File: src/rtl/hps_rst_pkg.sv
`default_nettype none
// ============================================================================
// Module      : hps_rst_pkg
// Description : Shared types and sizing helpers for the HPS reset-request block.
// Revision    : 1.0 - initial release
// ============================================================================
package hps_rst_pkg;

    typedef enum logic [2:0] {
        IDLE     = 3'd0,
        TIMING   = 3'd1,
        REQ      = 3'd2,
        WAIT_ACK = 3'd3,
        LOCKOUT  = 3'd4
    } hps_state_t;

    typedef enum logic [1:0] {
        NONE  = 2'd0,
        WARM  = 2'd1,
        COLD  = 2'd2,
        DEBUG = 2'd3
    } req_kind_t;

    localparam int c_REQ_COUNT_W = 8;

    // Bits needed to hold 0..n-1, never less than one bit.
    function automatic int cnt_width(input int n);
        return (n <= 2) ? 1 : $clog2(n);
    endfunction

endpackage
`default_nettype wire

File: src/rtl/btn_debounce.sv
`default_nettype none
// ============================================================================
// Module      : btn_debounce
// Description : 2-flop synchronizer plus stability counter for one active-low
//               push button; emits a level and a one-cycle press pulse.
// Revision    : 1.0 - initial release
// ============================================================================
module btn_debounce
    import hps_rst_pkg::*;
#(
    parameter int DEBOUNCE_CYCLES = 1000000
) (
    input  logic clk,
    input  logic rst_n,
    input  logic i_button_n,
    output logic o_pressed,
    output logic o_press_edge
);

    localparam int                 c_CNT_W    = cnt_width(DEBOUNCE_CYCLES);
    localparam logic [c_CNT_W-1:0] c_CNT_LAST = c_CNT_W'(DEBOUNCE_CYCLES - 1);

    logic               r_sync1;
    logic               r_sync2;
    logic               r_level;
    logic               r_armed;
    logic               r_press_edge;
    logic [c_CNT_W-1:0] r_cnt;
    logic               w_raw_pressed;
    logic               w_differs;
    logic               w_settled;

    assign w_raw_pressed = ~r_sync2;
    assign w_differs     = (w_raw_pressed != r_level);
    assign w_settled     = w_differs && (r_cnt == c_CNT_LAST);

    // Sync flops clear to 0, which reads as "pressed": a press edge is only
    // armed once a genuine release has been seen, so a button held through
    // reset must be let go and pressed again.
    always_ff @(posedge clk) begin
        if (!rst_n) begin
            r_sync1      <= 1'b0;
            r_sync2      <= 1'b0;
            r_level      <= 1'b0;
            r_armed      <= 1'b0;
            r_press_edge <= 1'b0;
            r_cnt        <= '0;
        end else begin
            r_sync1      <= i_button_n;
            r_sync2      <= r_sync1;
            r_press_edge <= 1'b0;
            if (r_sync2) begin
                r_armed <= 1'b1;
            end
            if (!w_differs) begin
                r_cnt <= '0;
            end else if (w_settled) begin
                r_cnt        <= '0;
                r_level      <= w_raw_pressed;
                r_press_edge <= w_raw_pressed & r_armed;
            end else begin
                r_cnt <= r_cnt + c_CNT_W'(1);
            end
        end
    end

    assign o_pressed    = r_level;
    assign o_press_edge = r_press_edge;

endmodule
`default_nettype wire

File: src/rtl/hps_reset_req_ctrl.sv
`default_nettype none
// ============================================================================
// Module      : hps_reset_req_ctrl
// Description : Turns debounced push-button presses into warm/cold/debug HPS
//               reset-request pulses and tracks the HPS acknowledge.
// Revision    : 1.0 - initial release
// ============================================================================
module hps_reset_req_ctrl
    import hps_rst_pkg::*;
#(
    parameter int DEBOUNCE_CYCLES = 1000000,
    parameter int LONG_CYCLES     = 100000000,
    parameter int PULSE_CYCLES    = 64,
    parameter int TIMEOUT_CYCLES  = 50000000
) (
    input  logic                     clk_clk,
    input  logic                     reset_reset_n,
    input  logic [1:0]               button_n,
    input  logic                     h2f_reset_n,
    output logic                     f2h_cold_req_n,
    output logic                     f2h_warm_req_n,
    output logic                     f2h_debug_req_n,
    output logic                     busy,
    output logic                     timeout_flag,
    output logic [c_REQ_COUNT_W-1:0] req_count
);

    localparam int                   c_DUR_W     = cnt_width(LONG_CYCLES);
    localparam int                   c_PULSE_W   = cnt_width(PULSE_CYCLES);
    localparam int                   c_TMO_W     = cnt_width(TIMEOUT_CYCLES);
    localparam logic [c_DUR_W-1:0]   c_DUR_LAST   = c_DUR_W'(LONG_CYCLES - 1);
    localparam logic [c_PULSE_W-1:0] c_PULSE_LAST = c_PULSE_W'(PULSE_CYCLES - 1);
    localparam logic [c_TMO_W-1:0]   c_TMO_LAST   = c_TMO_W'(TIMEOUT_CYCLES - 1);

    logic [1:0]               w_pressed;
    logic [1:0]               w_press_edge;
    logic                     r_h2f_sync1;
    logic                     r_h2f_sync2;
    hps_state_t               r_state,     w_state_nxt;
    req_kind_t                r_kind,      w_kind_nxt;
    logic [c_DUR_W-1:0]       r_dur_cnt,   w_dur_cnt_nxt;
    logic [c_PULSE_W-1:0]     r_pulse_cnt, w_pulse_cnt_nxt;
    logic [c_TMO_W-1:0]       r_tmo_cnt,   w_tmo_cnt_nxt;
    logic                     r_ack_low,   w_ack_low_nxt;
    logic                     r_timeout,   w_timeout_nxt;
    logic [c_REQ_COUNT_W-1:0] r_req_count;
    logic                     r_cold_n;
    logic                     r_warm_n;
    logic                     r_debug_n;

    generate
        for (genvar gi = 0; gi < 2; gi++) begin : g_btn
            btn_debounce #(
                .DEBOUNCE_CYCLES (DEBOUNCE_CYCLES)
            ) u_btn_debounce (
                .clk          (clk_clk),
                .rst_n        (reset_reset_n),
                .i_button_n   (button_n[gi]),
                .o_pressed    (w_pressed[gi]),
                .o_press_edge (w_press_edge[gi])
            );
        end
    endgenerate

    always_ff @(posedge clk_clk) begin
        if (!reset_reset_n) begin
            r_h2f_sync1 <= 1'b0;
            r_h2f_sync2 <= 1'b0;
            r_state     <= IDLE;
            r_kind      <= NONE;
            r_dur_cnt   <= '0;
            r_pulse_cnt <= '0;
            r_tmo_cnt   <= '0;
            r_ack_low   <= 1'b0;
            r_timeout   <= 1'b0;
            r_req_count <= '0;
            r_cold_n    <= 1'b1;
            r_warm_n    <= 1'b1;
            r_debug_n   <= 1'b1;
        end else begin
            r_h2f_sync1 <= h2f_reset_n;
            r_h2f_sync2 <= r_h2f_sync1;
            r_state     <= w_state_nxt;
            r_kind      <= w_kind_nxt;
            r_dur_cnt   <= w_dur_cnt_nxt;
            r_pulse_cnt <= w_pulse_cnt_nxt;
            r_tmo_cnt   <= w_tmo_cnt_nxt;
            r_ack_low   <= w_ack_low_nxt;
            r_timeout   <= w_timeout_nxt;
            if ((w_state_nxt == REQ) && (r_state != REQ)) begin
                r_req_count <= r_req_count + c_REQ_COUNT_W'(1);
            end
            // Request outputs follow the next state so each is low exactly
            // while the registered state is REQ.
            r_cold_n  <= !((w_state_nxt == REQ) && (w_kind_nxt == COLD));
            r_warm_n  <= !((w_state_nxt == REQ) && (w_kind_nxt == WARM));
            r_debug_n <= !((w_state_nxt == REQ) && (w_kind_nxt == DEBUG));
        end
    end

    always_comb begin
        w_state_nxt     = r_state;
        w_kind_nxt      = r_kind;
        w_dur_cnt_nxt   = r_dur_cnt;
        w_pulse_cnt_nxt = r_pulse_cnt;
        w_tmo_cnt_nxt   = r_tmo_cnt;
        w_ack_low_nxt   = r_ack_low;
        w_timeout_nxt   = r_timeout;
        case (r_state)
            IDLE: begin
                w_kind_nxt = NONE;
                if (r_h2f_sync2 && w_press_edge[0]) begin
                    w_state_nxt   = TIMING;
                    w_dur_cnt_nxt = '0;
                end else if (r_h2f_sync2 && w_press_edge[1]) begin
                    w_state_nxt     = REQ;
                    w_kind_nxt      = DEBUG;
                    w_pulse_cnt_nxt = '0;
                end
            end
            TIMING: begin
                if (!w_pressed[0]) begin
                    w_state_nxt     = REQ;
                    w_kind_nxt      = WARM;
                    w_pulse_cnt_nxt = '0;
                end else if (r_dur_cnt == c_DUR_LAST) begin
                    w_state_nxt     = REQ;
                    w_kind_nxt      = COLD;
                    w_pulse_cnt_nxt = '0;
                end else begin
                    w_dur_cnt_nxt = r_dur_cnt + c_DUR_W'(1);
                end
            end
            REQ: begin
                if (r_pulse_cnt == c_PULSE_LAST) begin
                    w_state_nxt   = WAIT_ACK;
                    w_kind_nxt    = NONE;
                    w_tmo_cnt_nxt = '0;
                    w_ack_low_nxt = 1'b0;
                end else begin
                    w_pulse_cnt_nxt = r_pulse_cnt + c_PULSE_W'(1);
                end
            end
            WAIT_ACK: begin
                if (!r_h2f_sync2) begin
                    w_ack_low_nxt = 1'b1;
                end
                if (r_ack_low && r_h2f_sync2) begin
                    w_state_nxt = LOCKOUT;
                end else if (r_tmo_cnt == c_TMO_LAST) begin
                    w_state_nxt   = LOCKOUT;
                    w_timeout_nxt = 1'b1;
                end else begin
                    w_tmo_cnt_nxt = r_tmo_cnt + c_TMO_W'(1);
                end
            end
            LOCKOUT: begin
                w_kind_nxt = NONE;
                if (w_pressed == 2'b00) begin
                    w_state_nxt = IDLE;
                end
            end
            default: begin
                w_state_nxt = IDLE;
                w_kind_nxt  = NONE;
            end
        endcase
    end

    assign f2h_cold_req_n  = r_cold_n;
    assign f2h_warm_req_n  = r_warm_n;
    assign f2h_debug_req_n = r_debug_n;
    assign busy            = (r_state != IDLE);
    assign timeout_flag    = r_timeout;
    assign req_count       = r_req_count;

endmodule
`default_nettype wire

File: config.mk
export PLATFORM = sky130hd
export DESIGN_NAME = hps_reset_req_ctrl
export DESIGN_NICKNAME = d
export VERILOG_FILES = /design/src/rtl/hps_rst_pkg.sv /design/src/rtl/btn_debounce.sv /design/src/rtl/hps_reset_req_ctrl.sv
export SDC_FILE = /design/constraint.sdc
export NUM_CORES = 1
export LEC_CHECK = 0
export BUFFER_PORTS_ARGS = -buffer_cell sky130_fd_sc_hd__buf_4
export CORE_ASPECT_RATIO = 0.75
export CORE_MARGIN = 2
export CORE_UTILIZATION = 40
export CTS_BUF_LIST = sky130_fd_sc_hd__clkbuf_4 sky130_fd_sc_hd__clkbuf_8
export CTS_CLUSTER_SIZE = 14
export DETAILED_ROUTE_END_ITERATION = 10
export GPL_ROUTABILITY_DRIVEN = 0
export GPL_TIMING_DRIVEN = 0
export PLACE_DENSITY_LB_ADDON = 0.15
export SYNTH_ARGS = -nofsm -noshare
export SYNTH_HDL_FRONTEND = slang
export SYNTH_SLANG_ARGS = --single-unit
export TNS_END_PERCENT = 20
File: constraint.sdc
create_clock -name clk_clk -period 3.03 [get_ports clk_clk]
set_input_delay 0.7575 -clock clk_clk [delete_from_list [all_inputs] [get_ports clk_clk]]
set_output_delay 0.7575 -clock clk_clk [all_outputs]
set_load 0.03 [all_outputs]
**Word-level counts from Yosys, hierarchy flattened**

Cells that the tools add are included.

- Register bits: 129
- Input bits: 5

- Mux-type cells: 32
- Eq/ne operators: 27
- Bitwise logic cells: 8
- Reduce and logical (&&, ||, !) cells: 29
- Add/subtract/negate cells: 6

Operator list:

| kind | number |
|---|---|
| $mux W27 | 3 |
| $mux W26 | 3 |
| $pmux W27 S2 | 1 |
| $pmux W26 S2 | 1 |
| $add A20 B1 Y20 const B | 2 |
| $eq A20 B20 Y1 const B | 2 |
| $mux W6 | 5 |
| $add A27 B1 Y27 const B | 1 |
| $eq A27 B27 Y1 const B | 1 |
| $add A26 B1 Y26 const B | 1 |
| $eq A26 B26 Y1 const B | 1 |
| $mux W3 | 8 |
| $ne A2 B2 Y1 const B | 9 |
| $pmux W6 S3 | 1 |
| $pmux W3 S5 | 1 |
| $reduce_and A3 Y1 | 4 |
| $mux W2 | 5 |
| $eq A3 B2 Y1 const B | 3 |
| $logic_and A1 B1 Y1 | 9 |
| $add A8 B1 Y8 const B | 1 |
| $pmux W2 S4 | 1 |
| $reduce_and A4 Y1 | 2 |
| $add A6 B1 Y6 const B | 1 |
| $eq A6 B6 Y1 const B | 1 |
| 20 further kinds | 35 |

**Depth between registers and ports, before layout**

Gate-level depths: netlist of the first run.

- Depth in word-level cells: 7
- Mapped depth: 8

**Modules after synthesis**

Synthesis of the first run repeated with hierarchy kept, for this count alone.

- Cell total of the unflattened synthesis: 768
- Area total of the unflattened synthesis: 6,517.5 sq um

By module, submodules not included:

| module | sequential area each (sq um) | area each (sq um) | instances | cells each |
|---|---|---|---|---|
| hps_reset_req_ctrl | 1,581.5 | 4,295.4 | 1 | 528 |
| btn_debounce | 500.5 | 1,111.1 | 2 | 120 |

**Worst setup path before layout of the first run**

No wires, ideal clock.

- Path type: register to register
- Start point: reg r_dur_cnt[10]
- End point: reg r_cold_n, in the netlist f2h_cold_req_n
- Library setup time: 0.132 ns
- Path slack: 0.918 ns
- Period minus slack after synthesis: 2.112 ns
- Data required time: 2.898 ns
- Buffers on the path: 0
- Arrival: 1.980 ns
- Stages on the path, launching flop included: 6
- Cell sequence: dfxtp_1 -> or4b_1 -> or4_4 -> or2_4 -> a221oi_4 -> nand4_1

- Cells in the longest elaborated chain, start to end: 7
- Elaborated cells on any way between the ends: 11

Ends and longest elaborated chain:

| item | RTL line | RTL |
|---|---|---|
| start: declaration | hps_reset_req_ctrl.sv:41 | `logic [c_DUR_W-1:0] r_dur_cnt, w_dur_cnt_nxt;` |
| start signal: assignment | hps_reset_req_ctrl.sv:85 | `r_dur_cnt <= w_dur_cnt_nxt;` |
| $eq A27 B27 Y1 (*) | hps_reset_req_ctrl.sv:126 | `end else if (r_dur_cnt == c_DUR_LAST) begin` |
| $mux W3 / $mux W2 (equally long branches) | hps_reset_req_ctrl.sv:126 |  |
| $mux W3 / $mux W2 (equally long branches) | hps_reset_req_ctrl.sv:122 | `if (!w_pressed[0]) begin` |
| $pmux W3 S5 / $pmux W2 S4 (equally long branches) | hps_reset_req_ctrl.sv:109 | `case (r_state)` |
| $eq A3 B2 Y1 / $eq A2 B2 Y1 (equally long branches) | hps_reset_req_ctrl.sv:95 | `r_cold_n <= !((w_state_nxt == REQ) && (w_kind_nxt == COLD));` |
| $logic_and A1 B1 Y1 (*) | hps_reset_req_ctrl.sv:95 |  |
| $logic_not A1 Y1 (*) | hps_reset_req_ctrl.sv:95 |  |
| end signal: assignment | hps_reset_req_ctrl.sv:95 |  |
| end: declaration | hps_reset_req_ctrl.sv:47 | `logic r_cold_n;` |

Every way passes the cells marked *; elsewhere a longest branch is shown, timed or not.
A chain may end at the register's enable or synchronous reset.

**Worst setup path in the final report of the first run**

- Start point: reg r_state[2]
- End point: reg r_tmo_cnt[16]

- Cells in the longest elaborated chain, start to end: 3
- Elaborated cells on any way between the ends: 8

Ends and longest elaborated chain:

| item | RTL line | RTL |
|---|---|---|
| start: declaration | hps_reset_req_ctrl.sv:39 | `hps_state_t r_state, w_state_nxt;` |
| start signal: assignment | hps_reset_req_ctrl.sv:83 | `r_state <= w_state_nxt;` |
| $eq A3 B2 Y1 | hps_reset_req_ctrl.sv:109 |  |
| $ne A2 B2 Y1 (no line) / $reduce_bool A2 Y1 (equally long branches) | -- |  |
| $reduce_and A4 Y1 (no line) | -- |  |
| end signal: assignment | hps_reset_req_ctrl.sv:87 | `r_tmo_cnt <= w_tmo_cnt_nxt;` |
| end: declaration | hps_reset_req_ctrl.sv:43 | `logic [c_TMO_W-1:0] r_tmo_cnt, w_tmo_cnt_nxt;` |

Several ways; a longest one is shown, not always the timed one.

==> results of run 1 <==
[stage by stage]
stage / area, um^2 / power [mW] / util / hold slack (ps)
global placement: 6502 / 1.825 / 0.4313 / 414.4
finish: 6915 / 3.326 / 0.4586 / 433.0
detailed placement: 6502 / 1.827 / 0.4313 / 420.0
global route: 6915 / 3.467 / 0.4586 / 449.5
CTS: 6915 / 3.376 / 0.4586 / 438.9
floorplan: 6118 / 1.800 / - / 411.9
[Yosys cell counts, drive strengths merged (2+ instances only)]
master  instances  area share
nand4b          2      0.0029
buf             6      0.0055
a31oi           4      0.0041
nand3          34       0.028
or2             3      0.0035
or3b            2      0.0029
nor3b           2      0.0033
clkbuf         23       0.014
o21a            5      0.0061
dfxtp         129        0.42
nand2b          8      0.0082
a21o            2      0.0025
or3            17       0.017
and4b           2      0.0033
nand2          63       0.039
xnor2          31       0.044
a211oi          5      0.0070
or4b            4      0.0065
xor2           28       0.040
and3           17       0.017
o21ai          20       0.016
or4            17       0.021
nand3b          3      0.0037
and4           14       0.020
inv            15      0.0092
a31o            4      0.0057
a21oi          27       0.022
mux2i           7       0.011
nand4          35       0.037
and2           12       0.012
nor3           21       0.018
o22ai           2      0.0020
nor4b          10       0.014
nor4           18       0.020
nor2           97       0.060
o211ai          8      0.0098
nor4bb          2      0.0033
ha              6       0.012
o31ai           5      0.0061
[logic make-up after synthesis]
family,after synthesis
AND/OR/NAND/NOR,385
AO/OA/AOI/OAI,90
flip-flops,129
XOR/XNOR,59
adder cells (fa/ha/maj),6
buffers and inverters,44
multiplexers,7
[how the worst min path moves through the flow]
stage                                                     startpoint                                          to  slack, ps  cells after the start
after floorplan           g_btn[0].u_btn_debounce.r_sync1$_SDFF_PN0_  g_btn[0].u_btn_debounce.r_sync2$_SDFF_PN0_        410                      1
after global placement    g_btn[1].u_btn_debounce.r_sync1$_SDFF_PN0_  g_btn[1].u_btn_debounce.r_sync2$_SDFF_PN0_        410                      1
after detailed placement  g_btn[1].u_btn_debounce.r_sync1$_SDFF_PN0_  g_btn[1].u_btn_debounce.r_sync2$_SDFF_PN0_        420                      1
after CTS                 g_btn[1].u_btn_debounce.r_sync1$_SDFF_PN0_  g_btn[1].u_btn_debounce.r_sync2$_SDFF_PN0_        440                      1
after global routing                          r_h2f_sync1$_SDFF_PN0_                      r_h2f_sync2$_SDFF_PN0_        450                      1
final                     g_btn[0].u_btn_debounce.r_sync1$_SDFF_PN0_  g_btn[0].u_btn_debounce.r_sync2$_SDFF_PN0_        430                      1
[per-layer routing]
layer,GRT usage,vias to the layer above,routed length (um)
met4,0.07249,0,197
met5,0,-,0
met3,0.04239,13,637
met2,0.2836,97,6426
met1,0.2448,2560,7015
li1,-,2685,-
[final cells by class]
cell class                      instances  area [um^2]
Clock inverter                         14        165.2
Clock buffer                           18        247.7
Tap cell                              205        256.5
Buffer                                 29        120.1
Multi-Input combinational cell        547         3359
Sequential cell                       129         2582
Inverter                               15        56.30
Fill cell                            1455         8163
Timing Repair Buffer                   17        127.6
[flip-flops by register name (all words and copies together) (netlist names), 3 cells and up]
name,flops
g_btn.u_btn_debounce.r_cnt,40
req_count,8
r_state,3
r_tmo_cnt,26
r_pulse_cnt,6
r_dur_cnt,27
[power by group through the flow]
stage                     sequential (mW)  combinational [mW]  clock [mW]
after global placement               1.76              0.0679           0
after CTS                            1.72              0.0694        1.59
after floorplan                      1.75              0.0453           0
after global routing                 1.72              0.0763        1.67
after detailed placement             1.76              0.0691           0
final                                1.72              0.0683        1.54
[worst reg2reg max path: stages, from the launching register on]
cell and delay (ps):
sky130_fd_sc_hd__dfxtp_1 300, sky130_fd_sc_hd__clkbuf_1 200, sky130_fd_sc_hd__or3b_1 410, sky130_fd_sc_hd__clkbuf_1 230
sky130_fd_sc_hd__or3_1 420, sky130_fd_sc_hd__nand2_1 200, sky130_fd_sc_hd__buf_2 270, sky130_fd_sc_hd__buf_2 260
sky130_fd_sc_hd__nor2_1 80
==> run_results.csv, run 1 <==
group,metric,value,unit
worst_setup_path,slowest_delay,420,ps
power,portion_of_total_power_attributed_to_the_clock_network,0.463,
synthesis,fraction_of_synthesized_area_in_multiplexers,0.01145,
synthesis,synth-seq-cells,129,
worst_setup_path,crit_path_start,"r_state[2]$_SDFF_PN0_",
synthesis,netlist-cell-type-count,63,
synthesis,synth_warnings,0,
worst_setup_path,worstReg2RegStart,"r_state[2]$_SDFF_PN0_",
synthesis,synth_xor_xnor_area_share,0.08446,
timing,final.period_utilization,0.8117,
worst_setup_path,worst_ep_required_time,3370,ps
clock_network,numCtsBuffers,17,
synthesis,syn_avg_cell_area,8.498,um^2
floorplan,dieHeight,111.1,um
worst_setup_path,setup.worst_path.end,"r_tmo_cnt[16]$_SDFFE_PN0P_",
floorplan,die_width,146.8,um
worst_setup_path,cp_max_delay_cell,"sky130_fd_sc_hd__or3_1",
worst_setup_path,worst-path-stages,8,
worst_setup_path,reg2reg_depth,8,
layout,leading_cell_type_in_the_layout_fill_and_taps_excluded,"sky130_fd_sc_hd__dfxtp_1",
power,power-per-cell-area,480.9,nW/um^2
layout,stdcell_count,974,
timing,relSlewSlack,0.4646,
flow_run,maxCapViolCount,0,
synthesis,compound_gate_portion_of_the_synthesized_area,0.09632,
drt,wl_per_cell,14.66,um
timing,transition_time_of_the_tightest_slew_check_pin,796.9,ps
drt,route.detailed.drc,0,
timing,timing_max_transition_violations_final,0,
synthesis,synth_top_flop_cell,"sky130_fd_sc_hd__dfxtp_1",
power,power_switching,0.7695,mW
placement,port_buffers,17,
global_routing,initial_antenna_violation_count,0,
timing,tns,0,ps
clock_network,clk_latency,450,ps
clock_network,clock_path_buffers,2,
global_routing,grt_first_pass_wirelength,24400,um
timing,setup_violations,0,
timing,grt_setup_unrepaired,"false",
synthesis,post_synth_edffs,0,
placement,dpl.cell_count,942,
power,p_sw_frac,0.2314,
synthesis,synth_async_sr_flop_share,0,
worst_setup_path,worst-r2r-setup-slack,570,ps
floorplan,dieArea,16310,um^2
floorplan,fp-row-count,39,
global_routing,grt_start_max_net_pins,17,
power,power.share.combinational,0.021,
timing,max_clock_freq,406.6,MHz
clock_network,clk_pin_slew,80,ps
timing,skew,8.803,ps
synthesis,yosys.area_share.simple,0.3446,
synthesis,synth_top_family_by_area,"simple AND/OR/NAND/NOR gates",
synthesis,postSynthCellCount,720,
timing,hold_viol,0,
layout,num-nets-final,767,
layout,ratio_of_cells_with_drive_above_1_in_the_final_layout,0.08843,
outcome,result_of_the_run,"finished, final reports clean",
clock_network,tritoncts_clock_tree,"done",
timing,fin_crit,2459,ps
clock_network,cts_repair_resize_count,0,
worst_setup_path,critical_path_peak_fanout,10,
power,internal_power,2.556,mW
floorplan,floorplan.initialDensity,0.4058,
worst_setup_path,end_kind,"flip-flop",
clock_network,number_of_post_cts_setup_repair_buffers,0,
worst_hold_path,hold_class,"reg2reg",
worst_setup_path,path_delay_family,"simple AND/OR/NAND/NOR gates",
worst_setup_path,critical_path_buf_inv_count,4,
drt,route.final.wire_length,14280,um
clock_network,clk_root_buffer_cell,"sky130_fd_sc_hd__clkbuf_8",
floorplan,i_o_pins,18,
worst_setup_path,criticalPathCategory,"reg2reg",
clock_network,clock-sinks,129,
drt,viasPerCell,5.498,
drt,drt_iter0_markers,250,
global_routing,globalRoute.totalOverflow,0,
placement,dp_hpwl,10150,um
synthesis,synthesis.nets,731,
layout,layout_common_cells,"sky130_fd_sc_hd__dfxtp_1 (129), sky130_fd_sc_hd__nor2_1 (97), sky130_fd_sc_hd__nand2_1 (63)",
timing,final_critical_path_setup_slack,570.6,ps
global_routing,grt_use_total,0.1823,
synthesis,post_synthesis_instance_area,6118,um^2
worst_setup_path,startpoint_type,"flip-flop",
global_routing,first_global_vias,5055,
worst_setup_path,timing.critical_path.arrival,2800,ps
synthesis,yosys.area_share.adder,0.01227,
floorplan,core_region,15080,um^2
worst_setup_path,crit_chain,"clkbuf_1 > or3b_1 > clkbuf_1 > or3_1 > nand2_1 > buf_2 > buf_2 > nor2_1",
synthesis,ys_seq_area_frac,0.4221,
drt,antenna_left,0,
worst_setup_path,rr_endpoint,"r_tmo_cnt[16]$_SDFFE_PN0P_",
placement,dp_worst_setup_slack,578.7,ps
power,p_leak,2.326,nW
power,power.sequential.fraction,0.517,
layout,layout-area-overhead-vs-synth,13.03,%
drt,num_vias,5355,
power,peakVddDrop,0.2377,mV
drt,first_pass_iters,4,
clock_network,htreeDepth,4,
clock_network,cts_hold_repair.buffers,0,
layout,antenna_cells_inserted,0,
Power figures use the tool's default switching activity.
==> run 2: changes to the inputs <==
Settings changed: ABC_AREA from default to 1.
Clock period 3.03 ns to 2.2 ns, I/O delays scaled along.
==> run_results.csv, run 2 <==
group,metric,value,unit
outcome,result_of_the_run,"finished, final reports clean",
placement,port_buffers,16,
floorplan,dieHeight,121.8,um
worst_setup_path,end_kind,"flip-flop",
clock_network,clock-sinks,129,
drt,route.final.wire_length,19650,um
worst_setup_path,timing.critical_path.arrival,2370,ps
synthesis,postSynthCellCount,1177,
global_routing,grt_first_pass_wirelength,32730,um
worst_setup_path,critical_path_peak_fanout,10,
drt,route.detailed.drc,0,
layout,layout-area-overhead-vs-synth,10.96,%
drt,wl_per_cell,13.35,um
worst_setup_path,startpoint_type,"flip-flop",
global_routing,grt_use_total,0.2092,
clock_network,cts_hold_repair.buffers,0,
power,internal_power,3.231,mW
synthesis,synth_largest_type_area_fraction,0.3490,
synthesis,synth_top_flop_cell,"sky130_fd_sc_hd__dfxtp_1",
global_routing,initial_antenna_violation_count,0,
worst_setup_path,path_delay_family,"simple AND/OR/NAND/NOR gates",
synthesis,netlist-cell-type-count,40,
worst_setup_path,worst_ep_required_time,2520,ps
power,p_sw_frac,0.2574,
worst_setup_path,worst-r2r-setup-slack,150,ps
worst_setup_path,criticalPathCategory,"reg2reg",
floorplan,core_region,18290,um^2
timing,setup_violations,0,
placement,placedInstanceArea,7829,um^2
global_routing,grt_start_max_net_pins,17,
global_routing,first_global_vias,6468,
power,power_switching,1.120,mW
synthesis,top_post_synthesis_cells_by_area,"sky130_fd_sc_hd__dfxtp_1 (35%), sky130_fd_sc_hd__nand2_1 (16%), sky130_fd_sc_hd__nor2_1 (12%)",
placement,dp_hpwl,14850,um
power,portion_of_total_power_attributed_to_the_clock_network,0.436,
worst_setup_path,timing.critical_path.mode_cell,"sky130_fd_sc_hd__nor2_1",
floorplan,fp-row-count,43,
worst_hold_path,worst_hold_startpoint,"button_n[0]",
power,power.share.combinational,0.022,
power,p_leak,2.890,nW
drt,antenna_left,0,
timing,final.period_utilization,0.9317,
worst_hold_path,whs_path_depth,3,
clock_network,numCtsBuffers,17,
layout,reg_top3,"g_btn.u_btn_debounce.r_cnt (40), r_dur_cnt (27), r_tmo_cnt (26)",
layout,postLayoutCellArea,8210,um^2
worst_setup_path,slowest_delay,410,ps
flow_run,maxCapViolCount,0,
layout,fillCellCount,1999,
floorplan,floorplan.initialDensity,0.4045,
synthesis,synth_warnings,0,
clock_network,clk_pin_slew,80,ps
layout,max_flop_register,"g_btn.u_btn_debounce.r_cnt",
floorplan,i_o_pins,18,
layout,leading_cell_type_in_the_layout_fill_and_taps_excluded,"sky130_fd_sc_hd__nand2_1",
worst_setup_path,rr_endpoint,"r_tmo_cnt[22]$_SDFFE_PN0P_",
drt,drt_iter0_markers,653,
synthesis,synth_async_sr_flop_share,0,
drt,first_pass_iters,5,
power,power.sequential.fraction,0.542,
worst_setup_path,crit_chain,"ha_1 > clkbuf_4 > nand3_2 > inv_2 > nand2_2 > nor2_4 > nand3_2 > nand2_2 > buf_4 > nor2_1 > nor2_1 > nor2_1",
layout,largest_register_ffs,40,
global_routing,globalRoute.totalOverflow,0,
synthesis,synthesis.nets,1188,
worst_setup_path,critical_path_buf_inv_count,3,
timing,grt_setup_unrepaired,"true",
clock_network,tritoncts_clock_tree,"done",
clock_network,clk_root_buffer_cell,"sky130_fd_sc_hd__clkbuf_8",
worst_setup_path,reg2reg_depth,12,
synthesis,ys_seq_area_frac,0.3490,
clock_network,clock_path_buffers,2,
synthesis,post_synth_edffs,0,
worst_hold_path,hold_path_end,"g_btn[0].u_btn_debounce.r_sync1$_SDFF_PN0_",
timing,timing_max_transition_violations_final,0,
floorplan,dieArea,19610,um^2
layout,ratio_of_cells_with_drive_above_1_in_the_final_layout,0.09633,
synthesis,yosys.cell_count.top_type,"sky130_fd_sc_hd__nand2_1",
synthesis,synth-seq-cells,129,
layout,num-nets-final,1223,
synthesis,yosysTopAreaCell,"sky130_fd_sc_hd__dfxtp_1",
timing,fin_crit,2050,ps
timing,transition_time_of_the_tightest_slew_check_pin,637.1,ps
worst_setup_path,worstReg2RegStart,"r_tmo_cnt[0]$_SDFFE_PN0P_",
power,power,4.351,mW
timing,hold_viol,0,
timing,relSlewSlack,0.5752,
clock_network,number_of_post_cts_setup_repair_buffers,0,
clock_network,htreeDepth,4,
clock_network,clk_latency,450,ps
synthesis,syn_avg_cell_area,6.287,um^2
timing,max_clock_freq,487.9,MHz
floorplan,die_width,161.1,um
worst_setup_path,cp_max_delay_cell,"sky130_fd_sc_hd__dfxtp_2",
drt,viasPerCell,4.948,
power,power-per-cell-area,529.9,nW/um^2
power,peakVddDrop,0.2628,mV
placement,dp_worst_setup_slack,4.478,ps
worst_hold_path,hold_class,"in2reg",
layout,layout_common_cells,"sky130_fd_sc_hd__nand2_1 (317), sky130_fd_sc_hd__nor2_1 (241), sky130_fd_sc_hd__dfxtp_1 (128)",
layout,antenna_cells_inserted,0,
synthesis,synth.cells.most_frequent,"sky130_fd_sc_hd__nand2_1 (317), sky130_fd_sc_hd__nor2_1 (241), sky130_fd_sc_hd__dfxtp_1 (129)",
timing,final_critical_path_setup_slack,150.2,ps
timing,skew,11.18,ps
drt,num_vias,7284,
synthesis,post_synthesis_instance_area,7400,um^2
[run 2: changes by cell type after synthesis, moves of 16 or more]
cell	previous run	this run
sky130_fd_sc_hd__or4_1	16	0
sky130_fd_sc_hd__inv_1	14	106
sky130_fd_sc_hd__nand2_1	63	317
sky130_fd_sc_hd__nor2_1	97	241
sky130_fd_sc_hd__nand3_1	34	87
sky130_fd_sc_hd__and3_1	17	0
sky130_fd_sc_hd__or3_1	17	0
sky130_fd_sc_hd__xnor2_1	31	5
sky130_fd_sc_hd__a21oi_1	27	82
[run 2: per-layer routing]
layer | wire (um) | vias to the layer above | track usage
li1 | - | 3834 | -
met1 | 10740 | 3246 | 0.3278
met2 | 7455 | 193 | 0.2902
met3 | 1352 | 11 | 0.04528
met4 | 105 | 0 | 0.04018
met5 | 0 | - | 0
[run 2: kinds of logic after synthesis]
group	count (synthesis)	synth area share
adders and majority gates	6	0.01015
xor gates and xnor gates	26	0.03077
buffers and inverters	148	0.08438
AOI/OAI and AO/OA	117	0.08607
DFF	129	0.3490
and+or+nand+nor	751	0.4396
[run 2: worst max-delay path by stage]
stage,end,cells after the start,from
floorplan,r_tmo_cnt[20]$_SDFFE_PN0P_,12,r_tmo_cnt[0]$_SDFFE_PN0P_
global placement,r_dur_cnt[1]$_SDFFE_PN0P_,5,reset_reset_n
detailed placement,r_tmo_cnt[10]$_SDFFE_PN0P_,5,reset_reset_n
CTS,r_tmo_cnt[9]$_SDFFE_PN0P_,12,r_tmo_cnt[0]$_SDFFE_PN0P_
global route,r_tmo_cnt[23]$_SDFFE_PN0P_,12,r_tmo_cnt[0]$_SDFFE_PN0P_
finish,r_tmo_cnt[22]$_SDFFE_PN0P_,12,r_tmo_cnt[0]$_SDFFE_PN0P_
[run 2: power by group through the flow]
stage / Sequential, mW / Clock, mW / Combinational (mW)
after floorplan: 2.41 / 0 / 0.0640
after global placement: 2.41 / 0 / 0.0962
after detailed placement: 2.41 / 0 / 0.0958
after CTS: 2.36 / 1.96 / 0.0960
after global routing: 2.36 / 2.06 / 0.107
final: 2.36 / 1.90 / 0.0938
[run 2: worst register-to-register path: stages, from the launching register on]
cell                       delay [ps]
sky130_fd_sc_hd__dfxtp_2          410
sky130_fd_sc_hd__ha_1             160
sky130_fd_sc_hd__clkbuf_4         190
sky130_fd_sc_hd__nand3_2          150
sky130_fd_sc_hd__inv_2            140
sky130_fd_sc_hd__nand2_2           70
sky130_fd_sc_hd__nor2_4           130
sky130_fd_sc_hd__nand3_2          120
sky130_fd_sc_hd__nand2_2          140
sky130_fd_sc_hd__buf_4            210
sky130_fd_sc_hd__nor2_1            70
sky130_fd_sc_hd__nor2_1            80
sky130_fd_sc_hd__nor2_1            50
[run 2: repair_timing]
action	in CTS	in global routing
hold endpoints to repair	0	0
resized for setup	1	5
endpoints found under the setup margin	4	49
gates cloned	0	0
[run 2: cell type report]
cell class	count	area, um^2	share of cell area
plain buffers	29	186.4	0.02271
clock buffers	20	262.8	0.03200
flip-flops and latches	129	2584	0.3147
repair buffers	16	120.1	0.01463
multi-input cells	900	4200	0.5116
inverters	119	446.7	0.05440
well taps	247	309.0	0.03764
clock inverters	12	101.3	0.01234
[run 2: stage by stage]
step / hold slack [ps] / instances / utilization / setup TNS (ps)
3_5_place_dp: 401.3 / 1440 / 0.4280 / 0
2_1_floorplan: 390.5 / 1177 / - / 0
6_report: 271.8 / 1472 / 0.4488 / 0
4_1_cts: 247.7 / 1472 / 0.4480 / 0
3_3_place_gp: 395.4 / 1440 / 0.4280 / -7.503
5_1_grt: 241.9 / 1472 / 0.4488 / -17.23
